## src/rtl/mem_arb_defs.vh

```
// mem_arb_defs: bank encodings and port-id width for the memory arbiter.
// Shared by the arbiter and any block that tags memory traffic by port.
`ifndef MEM_ARB_DEFS_VH
`define MEM_ARB_DEFS_VH

`define BANK_BRAM  1'b0
`define BANK_SPRAM 1'b1

`define MEM_ARB_ID_W(n) (((n) > 1) ? $clog2(n) : 1)

`endif

```

## src/rtl/mem_arbiter_pkg.sv

```systemverilog
// mem_arbiter_pkg: lock-state type and pointer helper for mem_arbiter.
// Imported by the arbiter top.
package mem_arbiter_pkg;

  typedef enum logic {
    LK_IDLE  = 1'b0,
    LK_OWNED = 1'b1
  } lock_state_e;

  function automatic int next_port(
    input int idx,
    input int n
  );
    return (idx + 1 >= n) ? 0 : idx + 1;
  endfunction

endpackage

```

## src/rtl/rr_arbiter.sv

```systemverilog
// rr_arbiter: combinational round-robin one-hot grant.
// Rotates valid by ptr, isolates the lowest set bit, rotates back.
module rr_arbiter #(
  parameter int N   = 2,
  parameter int IDW = 1
) (
  input  logic [N-1:0]   valid,
  input  logic [IDW-1:0] ptr,
  output logic [N-1:0]   grant
);

  logic [2*N-1:0] dbl_v;
  logic [2*N-1:0] dbl_g;
  logic [N-1:0]   rot_v;
  logic [N-1:0]   rot_g;

  // Rotate so ptr is bit 0, pick lowest, rotate back.
  always_comb begin
    dbl_v = {valid, valid} >> ptr;
    rot_v = dbl_v[N-1:0];
    rot_g = rot_v & (-rot_v);
    dbl_g = {rot_g, rot_g} << ptr;
    grant = dbl_g[2*N-1:N];
  end

endmodule

```

## src/rtl/mem_arbiter.sv

```systemverilog
// mem_arbiter: round-robin N-port arbiter onto shared BRAM/SPRAM,
// with read tracking by port/bank. Define MEM_ARB_LOCK_EN for grant lock.
`include "mem_arb_defs.vh"

module mem_arbiter
  import mem_arbiter_pkg::*;
#(
  parameter int NUM_PORTS       = 2,
  parameter int MEM_SELECT_BITS = 4,
  parameter int ADDR_BITS       = 8,
  parameter int SP_ADDR_BITS    = 14,
  parameter int DATA_BITS       = 16,
  parameter int RD_LATENCY      = 1
) (
  input  logic                                 clk,
  input  logic                                 reset,
  input  logic [NUM_PORTS-1:0]                 req_valid,
  output logic [NUM_PORTS-1:0]                 req_ready,
  input  logic [NUM_PORTS-1:0]                 req_we,
  input  logic [NUM_PORTS-1:0]                 req_bank,
  input  logic [NUM_PORTS-1:0]                 req_lock,
  input  logic [NUM_PORTS*MEM_SELECT_BITS-1:0] req_sel,
  input  logic [NUM_PORTS*SP_ADDR_BITS-1:0]    req_addr,
  input  logic [NUM_PORTS*DATA_BITS-1:0]       req_wdata,
  output logic [NUM_PORTS-1:0]                 rsp_valid,
  output logic [DATA_BITS-1:0]                 rsp_data,
  output logic [MEM_SELECT_BITS-1:0]           mem_select,
  output logic [ADDR_BITS-1:0]                 rd_addr,
  output logic [ADDR_BITS-1:0]                 wr_addr,
  output logic [SP_ADDR_BITS-1:0]              sp_addr,
  output logic [DATA_BITS-1:0]                 data_in,
  output logic                                 rd_en,
  output logic                                 wr_en,
  output logic                                 bram_or_spram,
  input  logic [DATA_BITS-1:0]                 b_data_out,
  input  logic [DATA_BITS-1:0]                 sp_data_out
);

  localparam int IDW = `MEM_ARB_ID_W(NUM_PORTS);

  typedef struct packed {
    logic           vld;
    logic [IDW-1:0] port;
    logic           bank;
  } track_t;

  logic [IDW-1:0]       rr_ptr_q, rr_ptr_d;
  logic [NUM_PORTS-1:0] arb_gnt;
  logic [NUM_PORTS-1:0] grant;
  logic                 locked;
  logic                 xfer;

  logic [IDW-1:0]             gnt_idx;
  logic                       g_we;
  logic                       g_bank;
  logic [MEM_SELECT_BITS-1:0] g_sel;
  logic [SP_ADDR_BITS-1:0]    g_addr;
  logic [DATA_BITS-1:0]       g_wdata;

  logic                       rd_en_q, rd_en_d;
  logic                       wr_en_q, wr_en_d;
  logic [MEM_SELECT_BITS-1:0] sel_q, sel_d;
  logic [SP_ADDR_BITS-1:0]    addr_q, addr_d;
  logic [DATA_BITS-1:0]       wdata_q, wdata_d;
  logic                       bank_q, bank_d;
  logic [IDW-1:0]             port_q, port_d;

  track_t track_q [RD_LATENCY];
  track_t track_d [RD_LATENCY];
  track_t tail;

  rr_arbiter #(
    .N   (NUM_PORTS),
    .IDW (IDW)
  ) u_rr (
    .valid (req_valid),
    .ptr   (rr_ptr_q),
    .grant (arb_gnt)
  );

`ifdef MEM_ARB_LOCK_EN
  lock_state_e          lk_state_q, lk_state_d;
  logic [IDW-1:0]       owner_q, owner_d;
  logic [NUM_PORTS-1:0] owner_oh;
  logic                 g_lock;

  // Owner takes the grant while it keeps req_lock high.
  always_comb begin
    owner_oh = '0;
    for (int i = 0; i < NUM_PORTS; i++) begin
      owner_oh[i] = (owner_q == IDW'(i));
    end
    locked = (lk_state_q == LK_OWNED)
          && |(req_lock & owner_oh);
    grant  = locked ? owner_oh : arb_gnt;
    g_lock = |(req_lock & grant);
  end

  // Lock FSM: enter on a locked transfer, leave when lock drops.
  always_comb begin
    lk_state_d = lk_state_q;
    owner_d    = owner_q;
    unique case (lk_state_q)
      LK_IDLE: begin
        if (xfer && g_lock) begin
          lk_state_d = LK_OWNED;
          owner_d    = gnt_idx;
        end
      end
      LK_OWNED: begin
        if (!locked) begin
          if (xfer && g_lock) begin
            owner_d = gnt_idx;
          end else begin
            lk_state_d = LK_IDLE;
          end
        end
      end
    endcase
  end

  // Lock state register.
  always_ff @(posedge clk) begin
    if (reset) begin
      lk_state_q <= LK_IDLE;
      owner_q    <= '0;
    end else begin
      lk_state_q <= lk_state_d;
      owner_q    <= owner_d;
    end
  end
`else
  logic unused_lock;
  assign unused_lock = ^req_lock;
  assign locked      = 1'b0;
  assign grant       = arb_gnt;
`endif

  assign req_ready = reset ? '0 : grant;
  assign xfer      = |(req_valid & req_ready);

  // Decode the granted port and pick out its request fields.
  always_comb begin
    gnt_idx = '0;
    g_we    = 1'b0;
    g_bank  = 1'b0;
    g_sel   = '0;
    g_addr  = '0;
    g_wdata = '0;
    for (int i = 0; i < NUM_PORTS; i++) begin
      if (grant[i]) begin
        gnt_idx = IDW'(i);
        g_we    = req_we[i];
        g_bank  = req_bank[i];
        g_sel   = req_sel[i*MEM_SELECT_BITS +: MEM_SELECT_BITS];
        g_addr  = req_addr[i*SP_ADDR_BITS +: SP_ADDR_BITS];
        g_wdata = req_wdata[i*DATA_BITS +: DATA_BITS];
      end
    end
  end

  // Pointer moves past the winner; frozen while a lock holds.
  always_comb begin
    rr_ptr_d = rr_ptr_q;
    if (xfer && !locked) begin
      rr_ptr_d = IDW'(next_port(int'(gnt_idx), NUM_PORTS));
    end
  end

  // Issue stage: strobes pulse on a transfer, fields hold otherwise.
  always_comb begin
    rd_en_d = 1'b0;
    wr_en_d = 1'b0;
    sel_d   = sel_q;
    addr_d  = addr_q;
    wdata_d = wdata_q;
    bank_d  = bank_q;
    port_d  = port_q;
    if (xfer) begin
      rd_en_d = !g_we;
      wr_en_d = g_we;
      sel_d   = g_sel;
      addr_d  = g_addr;
      wdata_d = g_wdata;
      bank_d  = g_bank;
      port_d  = gnt_idx;
    end
  end

  // Tracking pipe: issued reads ride along with the memory latency.
  always_comb begin
    track_d[0] = '{vld: rd_en_q, port: port_q, bank: bank_q};
    for (int k = 1; k < RD_LATENCY; k++) begin
      track_d[k] = track_q[k-1];
    end
  end

  // Pointer, issue and tracking registers.
  always_ff @(posedge clk) begin
    if (reset) begin
      rr_ptr_q <= '0;
      rd_en_q  <= 1'b0;
      wr_en_q  <= 1'b0;
      sel_q    <= '0;
      addr_q   <= '0;
      wdata_q  <= '0;
      bank_q   <= 1'b0;
      port_q   <= '0;
      for (int k = 0; k < RD_LATENCY; k++) begin
        track_q[k] <= '0;
      end
    end else begin
      rr_ptr_q <= rr_ptr_d;
      rd_en_q  <= rd_en_d;
      wr_en_q  <= wr_en_d;
      sel_q    <= sel_d;
      addr_q   <= addr_d;
      wdata_q  <= wdata_d;
      bank_q   <= bank_d;
      port_q   <= port_d;
      for (int k = 0; k < RD_LATENCY; k++) begin
        track_q[k] <= track_d[k];
      end
    end
  end

  assign tail = track_q[RD_LATENCY-1];

  // Response: strobe the issuing port, mux data by tracked bank.
  always_comb begin
    rsp_valid = '0;
    rsp_data  = '0;
    for (int i = 0; i < NUM_PORTS; i++) begin
      rsp_valid[i] = tail.vld && (tail.port == IDW'(i));
    end
    if (tail.vld) begin
      rsp_data = (tail.bank == `BANK_SPRAM) ? sp_data_out
                                            : b_data_out;
    end
  end

  assign mem_select    = sel_q;
  assign rd_addr       = addr_q[ADDR_BITS-1:0];
  assign wr_addr       = addr_q[ADDR_BITS-1:0];
  assign sp_addr       = addr_q;
  assign data_in       = wdata_q;
  assign rd_en         = rd_en_q;
  assign wr_en         = wr_en_q;
  assign bram_or_spram = bank_q;

endmodule

```

## config.mk

```make
export PLATFORM = sky130hd
export DESIGN_NAME = mem_arbiter
export DESIGN_NICKNAME = d
export VERILOG_FILES = /design/src/rtl/mem_arbiter_pkg.sv /design/src/rtl/rr_arbiter.sv /design/src/rtl/mem_arbiter.sv
export VERILOG_INCLUDE_DIRS = /design/src /design/src/rtl
export SDC_FILE = /design/constraint.sdc
export NUM_CORES = 1
export LEC_CHECK = 0
export CORE_ASPECT_RATIO = 0.75
export CORE_MARGIN = 2
export CORE_UTILIZATION = 34
export CTS_CLUSTER_SIZE = 25
export DETAILED_ROUTE_END_ITERATION = 8
export GPL_ROUTABILITY_DRIVEN = 0
export PLACE_DENSITY = 0.91
export SYNTH_ARGS = -nofsm -noshare
export SYNTH_HDL_FRONTEND = slang
export SYNTH_HIERARCHICAL = 1
export SYNTH_SLANG_ARGS = --single-unit
export TNS_END_PERCENT = 1
```

## constraint.sdc

```tcl
create_clock -name clk -period 3.25 [get_ports clk]
set_input_delay 0.65 -clock clk [delete_from_list [all_inputs] [get_ports clk]]
set_output_delay 0.65 -clock clk [all_outputs]
set_load 0.01 [all_outputs]
```

Word level (Yosys, flattened, before mapping)
Memories as Yosys holds them, arrays and structs flattened.
Cells that the tools add are included.
{"block": "word_totals", "ram_bits": 3, "memories": 1, "regBits": 39, "in_bits": 110, "output_inout_bits": 73}
{"block": "classes", "reduce_logical": 6, "muxes": 20, "order_cmp": 1, "n_shift": 2, "n_addsub": 2, "n_bitwise": 4}
{"memory": "track_q", "words": 1, "width": 3, "rd": 1, "rd_clocked_by_memory_dff": 0, "write_ports": 1, "line": "mem_arbiter.sv:68", "text": "track_t track_q [RD_LATENCY];"}
{"operator": "16-bit 2-to-1 mux", "n": 4}
{"operator": "14-bit 2-to-1 mux", "n": 2}
{"operator": "1-bit 2-to-1 mux", "n": 10}
{"operator": "4-bit 2-to-1 mux", "n": 2}
{"operator": "2-bit AND", "n": 2}
{"operator": "2-bit OR reduction", "n": 2}
{"operator": "4-bit by 1-bit left shift with 4-bit output", "n": 1}
{"operator": "4-bit by 1-bit right shift with 2-bit output", "n": 1}
{"operator": "3-bit 2-to-1 mux", "n": 1}
{"operator": "3-bit OR reduction", "n": 1}
{"operator": "1-bit by 1-bit adder with 2-bit output, second input constant", "n": 1}
{"operator": "2-bit >= comparator, second input constant", "n": 1}
{"operator": "1-bit logical AND", "n": 2}
{"operator": "2-bit 2-to-1 mux", "n": 1}
{"operator": "2-bit negator", "n": 1}
{"operator": "1-bit NOT", "n": 2}
{"operator": "1-bit zero test", "n": 1}

Logic depth before layout (Yosys ltp)
{"block": "depth", "depth_word": 9, "depth_mapped": 8, "ltp_nobuf": 5}

Modules after synthesis
Netlist, hierarchy kept.
{"module": "mem_arbiter", "seq_area_each_um2": 840.8, "area_each_um2": 2059.5, "cells_each": 234, "n_inst": 1}
{"module": "rr_arbiter", "seq_area_each_um2": 0.0, "area_each_um2": 18.8, "cells_each": 3, "n_inst": 1}

Least setup slack after synthesis
OpenSTA, ideal clock, no wires.
{"block": "synth_path", "path_kind": "input to output", "startpoint": "in req_valid[1]", "endpoint": "out req_ready[1]", "stages": 5, "path_slack_ps": 930, "t_arrival_ps": 1670, "path_cell_list": "a21boi_1 > buf_2 > buf_2 > buf_1 > nor2b_1"}
{"block": "synth_via", "elab_chain_cells": 5}
{"item": "start, declared", "line": "mem_arbiter.sv:17", "text": "input logic [NUM_PORTS-1:0] req_valid,"}
{"item": "4-bit by 1-bit right shift with 2-bit output *", "line": "rr_arbiter.sv:19", "text": "dbl_v = {valid, valid} >> ptr;"}
{"item": "2-bit negator", "line": "rr_arbiter.sv:21", "text": "rot_g = rot_v & (-rot_v);"}
{"item": "2-bit AND *", "line": "rr_arbiter.sv:21"}
{"item": "4-bit by 1-bit left shift with 4-bit output *", "line": "rr_arbiter.sv:22", "text": "dbl_g = {rot_g, rot_g} << ptr;"}
{"item": "2-bit 2-to-1 mux *", "line": "mem_arbiter.sv:139", "text": "assign req_ready = reset ? '0 : grant;"}
{"item": "end, declared", "line": "mem_arbiter.sv:18", "text": "output logic [NUM_PORTS-1:0] req_ready,"}
Every way passes the cells marked *; elsewhere a longest branch is shown, timed or not.

Final worst setup path
{"block": "layout_path", "startpoint": "in req_valid[1]", "endpoint": "out req_ready[1]"}
{"block": "layout_via", "elab_chain_cells": 5}
{"item": "4-bit by 1-bit right shift with 2-bit output *", "line": "rr_arbiter.sv:19"}
{"item": "2-bit negator", "line": "rr_arbiter.sv:21"}
{"item": "2-bit AND *", "line": "rr_arbiter.sv:21"}
{"item": "4-bit by 1-bit left shift with 4-bit output *", "line": "rr_arbiter.sv:22"}
{"item": "via arb_gnt[1]", "line": "mem_arbiter.sv:48", "text": "logic [NUM_PORTS-1:0] arb_gnt;"}
{"item": "2-bit 2-to-1 mux *", "line": "mem_arbiter.sv:139"}
Mark *: on every way through the listed nets, which the timed path passes. The rest lies on a longest branch.

==> results.toml <==
[layout]
fin_util_pct = 67.1
syn_to_final_growth_pct = 88.9
drive_above_1_share_pct = 5.75
nets = 509
diodes = 0

[clock_tree]
cts_tree = "done"
ctsLongestPathBuffers = 2
post_cts_resized = 0
post-cts-setup-buffer-count = 0
htreeDepth = 2
numCtsBuffers = 5
path_clk_slew_ps = 80
clk_latency_ps = 290
clock-sinks = 42
cts_hold_buf = 0
root_buffer = "clkbuf_8"

[global_route]
grt_max_degree = 30
grt_pass1_vias = 2379
gr-total-overflow = 0
grt_pass1_wl_mm = 11.0
antenna_found_initial = 0
grt_usage_pct = 20.5

[yosys]
yosysTopAreaCellShare_pct = 40.5
synth_cell_types = 25
syn_nets = 347
synth_commonest_cells = "dfxtp_1 (42), a22oi_1 (35), nand2_1 (34), nor2b_1 (24), o21ai_1 (19)"
syn_avg_cell_area_um2 = 8.77
synth.most_common_cell = "dfxtp_1"
synthArstFlopShare_pct = 0
synth_area_um2 = 2080
syn-instance-count = 237
synth_largest_area_cell = "dfxtp_1"
synth_edf_count = 0
ys_seq_area_share_pct = 40.5
synth-seq-cells = 42
synthFlopType = "dfxtp_1"
ys_warn_count = 6
ys_top_cells_by_area = "dfxtp_1 (40%), a22oi_1 (13%), mux2i_1 (7.7%)"

[min_path]
holdPathStages = 2
min_path_type = "reg2reg"
min-delay-start = "mem_select[3]"
whs_endpoint = "mem_select[3]"

[floorplanning]
fp.dieW_um = 94.3
pin_count = 183
start_util_pct = 35.5
die_h_um = 71.7
row_count = 24
core_um2 = 5860
fp.dieArea_um2 = 6760

[worst_setup_path]
critical_path_class = "in2out"
crit_required_ps = 2600
worstPathArrival_ps = 2350
critPathLaunchType = "input port"
r2r_start = "rr_ptr_q"
cp-end-kind = "primary output"
crit_path_max_fanout = 7
rr_endpoint = "sp_addr[9]"
rrSetupSlack_ps = 850
rr_worst_depth = 6

[flow_run]
cap_violations = 0

[route]
ant_nets = 0
dr.pass1.iters = 4
vias = 2334
drc = 0
drt_iter0_drc = 69
routed_via_density = 4.88
routed_wl_mm = 7.23
wl_per_cell_um = 15.1

[sta]
min_period_ps = 3000
setup_tns_ps = 0
maxSlewViolCount = 0
timing.final.crit_share_pct = 92.4
rsz0062_at_grt = "false"
setup_viol = 0
hold_viol_final = 0
slew_headroom_pct = 20.6
max_slew.worst_pin.slew_ps = 1190
max_freq_mhz = 333
fin_worst_skew_ps = 8.88

[power]
power.share.sequential_pct = 44.7
p_leak_nw = 1.39
peakVddDrop_v = 0.000204
power_switching_w = 0.000326
clockPowerShare_pct = 25.7
p_sw_share_pct = 26.0
pwr-share-comb_pct = 29.6
p_int_w = 0.000929
powerDensity_nw_per_um2 = 319

[place]
hpwl_mm = 5.89
portBuffers = 180

[status]
status = "completed"
-- final cells by class --
class,count,area [um2]
Multi-Input combinational cell,158,1010
Sequential cell,42,841
Fill cell,487,1930
Clock buffer,6,72.6
Inverter,1,3.75
Timing Repair Buffer,191,1880
Clock inverter,2,13.8
Tap cell,78,97.6
-- flip-flops by register name, summed over array words and instances, names as in the netlist --
name	cells
data_in	16
rr_ptr_q	1
port_q	1
sp_addr	14
rd_en	1
mem_select	4
bram_or_spram	1
track_q	3
wr_en	1
-- worst max-delay path, cell delays in order --
cell and delay [ps]:
clkdlybuf4s50_1 570, a21boi_4 350, nor2b_1 220, clkdlybuf4s50_1 560
-- metal layers --
layer / up-vias / part of all wire, % / global-route usage [%] / wire length (um)
met5: - / 0 / 0 / 0
met4: 0 / 1.7 / 6.44 / 122
met3: 10 / 9.9 / 7.57 / 719
met2: 111 / 51 / 36.9 / 3690
met1: 1077 / 37 / 22.4 / 2700
li1: 1136 / - / - / -
-- power by group through the flow --
stage | clock [W] | sequential [W] | combinational (W)
after detailed placement | 0 | 0.000573 | 0.000373
after floorplan | 0 | 0.000581 | 0.000133
after global placement | 0 | 0.000570 | 0.000362
after CTS | 0.000337 | 0.000561 | 0.000374
after global routing | 0.000356 | 0.000564 | 0.000397
final | 0.000322 | 0.000561 | 0.000372
-- worst max path at each step --
| stage | cells past startpoint | endpoint | slack (ps) | startpoint |
|---|---|---|---|---|
| floorplan | 5 | req_ready[1] | 930 | req_valid[1] |
| global placement | 7 | sp_addr[12] | 220 | req_valid[1] |
| detailed placement | 7 | sp_addr[9] | 20 | req_valid[1] |
| CTS | 4 | req_ready[1] | 240 | req_valid[1] |
| global route | 7 | sp_addr[9] | 110 | req_valid[1] |
| finish | 4 | req_ready[1] | 250 | req_valid[1] |
-- cell families (layout without fill, tap and decap cells) --
| group | count (synthesis) | count (layout) | synth area share [%] |
|---|---|---|---|
| multiplexers | 17 | 17 | 8.43 |
| buffers and inverters | 37 | 200 | 11.4 |
| flip-flops | 42 | 42 | 40.5 |
| AO/OA/AOI/OAI | 79 | 79 | 25.1 |
| AND/OR/NAND/NOR | 62 | 62 | 14.6 |
-- cells in the final DEF, fill, tap and decap left out, types with 2 or more instances in the layout --
cell type        synthesis  final
a21oi_1                  2      2
a22oi_1                 35     35
buf_4                   18     11
clkbuf_8                 0      5
clkdlybuf4s50_1          0    180
dfxtp_1                 42     42
mux2i_1                 16     16
nand2_1                 34     34
nor2b_1                 24     23
o21ai_0                 17     17
o21ai_1                 19     19
-- through the flow --
stage          instances  hold WS, ps  cell area, um2  total power, W  setup WS, ps
2_1_floorplan        237          448            2080        0.000714           930
3_3_place_gp         470          432            3840        0.000932           217
3_5_place_dp         470          444            3840        0.000946          17.7
4_1_cts              478          456            3930         0.00127           242
5_1_grt              478          469            3930         0.00132           114
6_report             478          454            3930         0.00125           247
(Power assumes the default switching activity.)
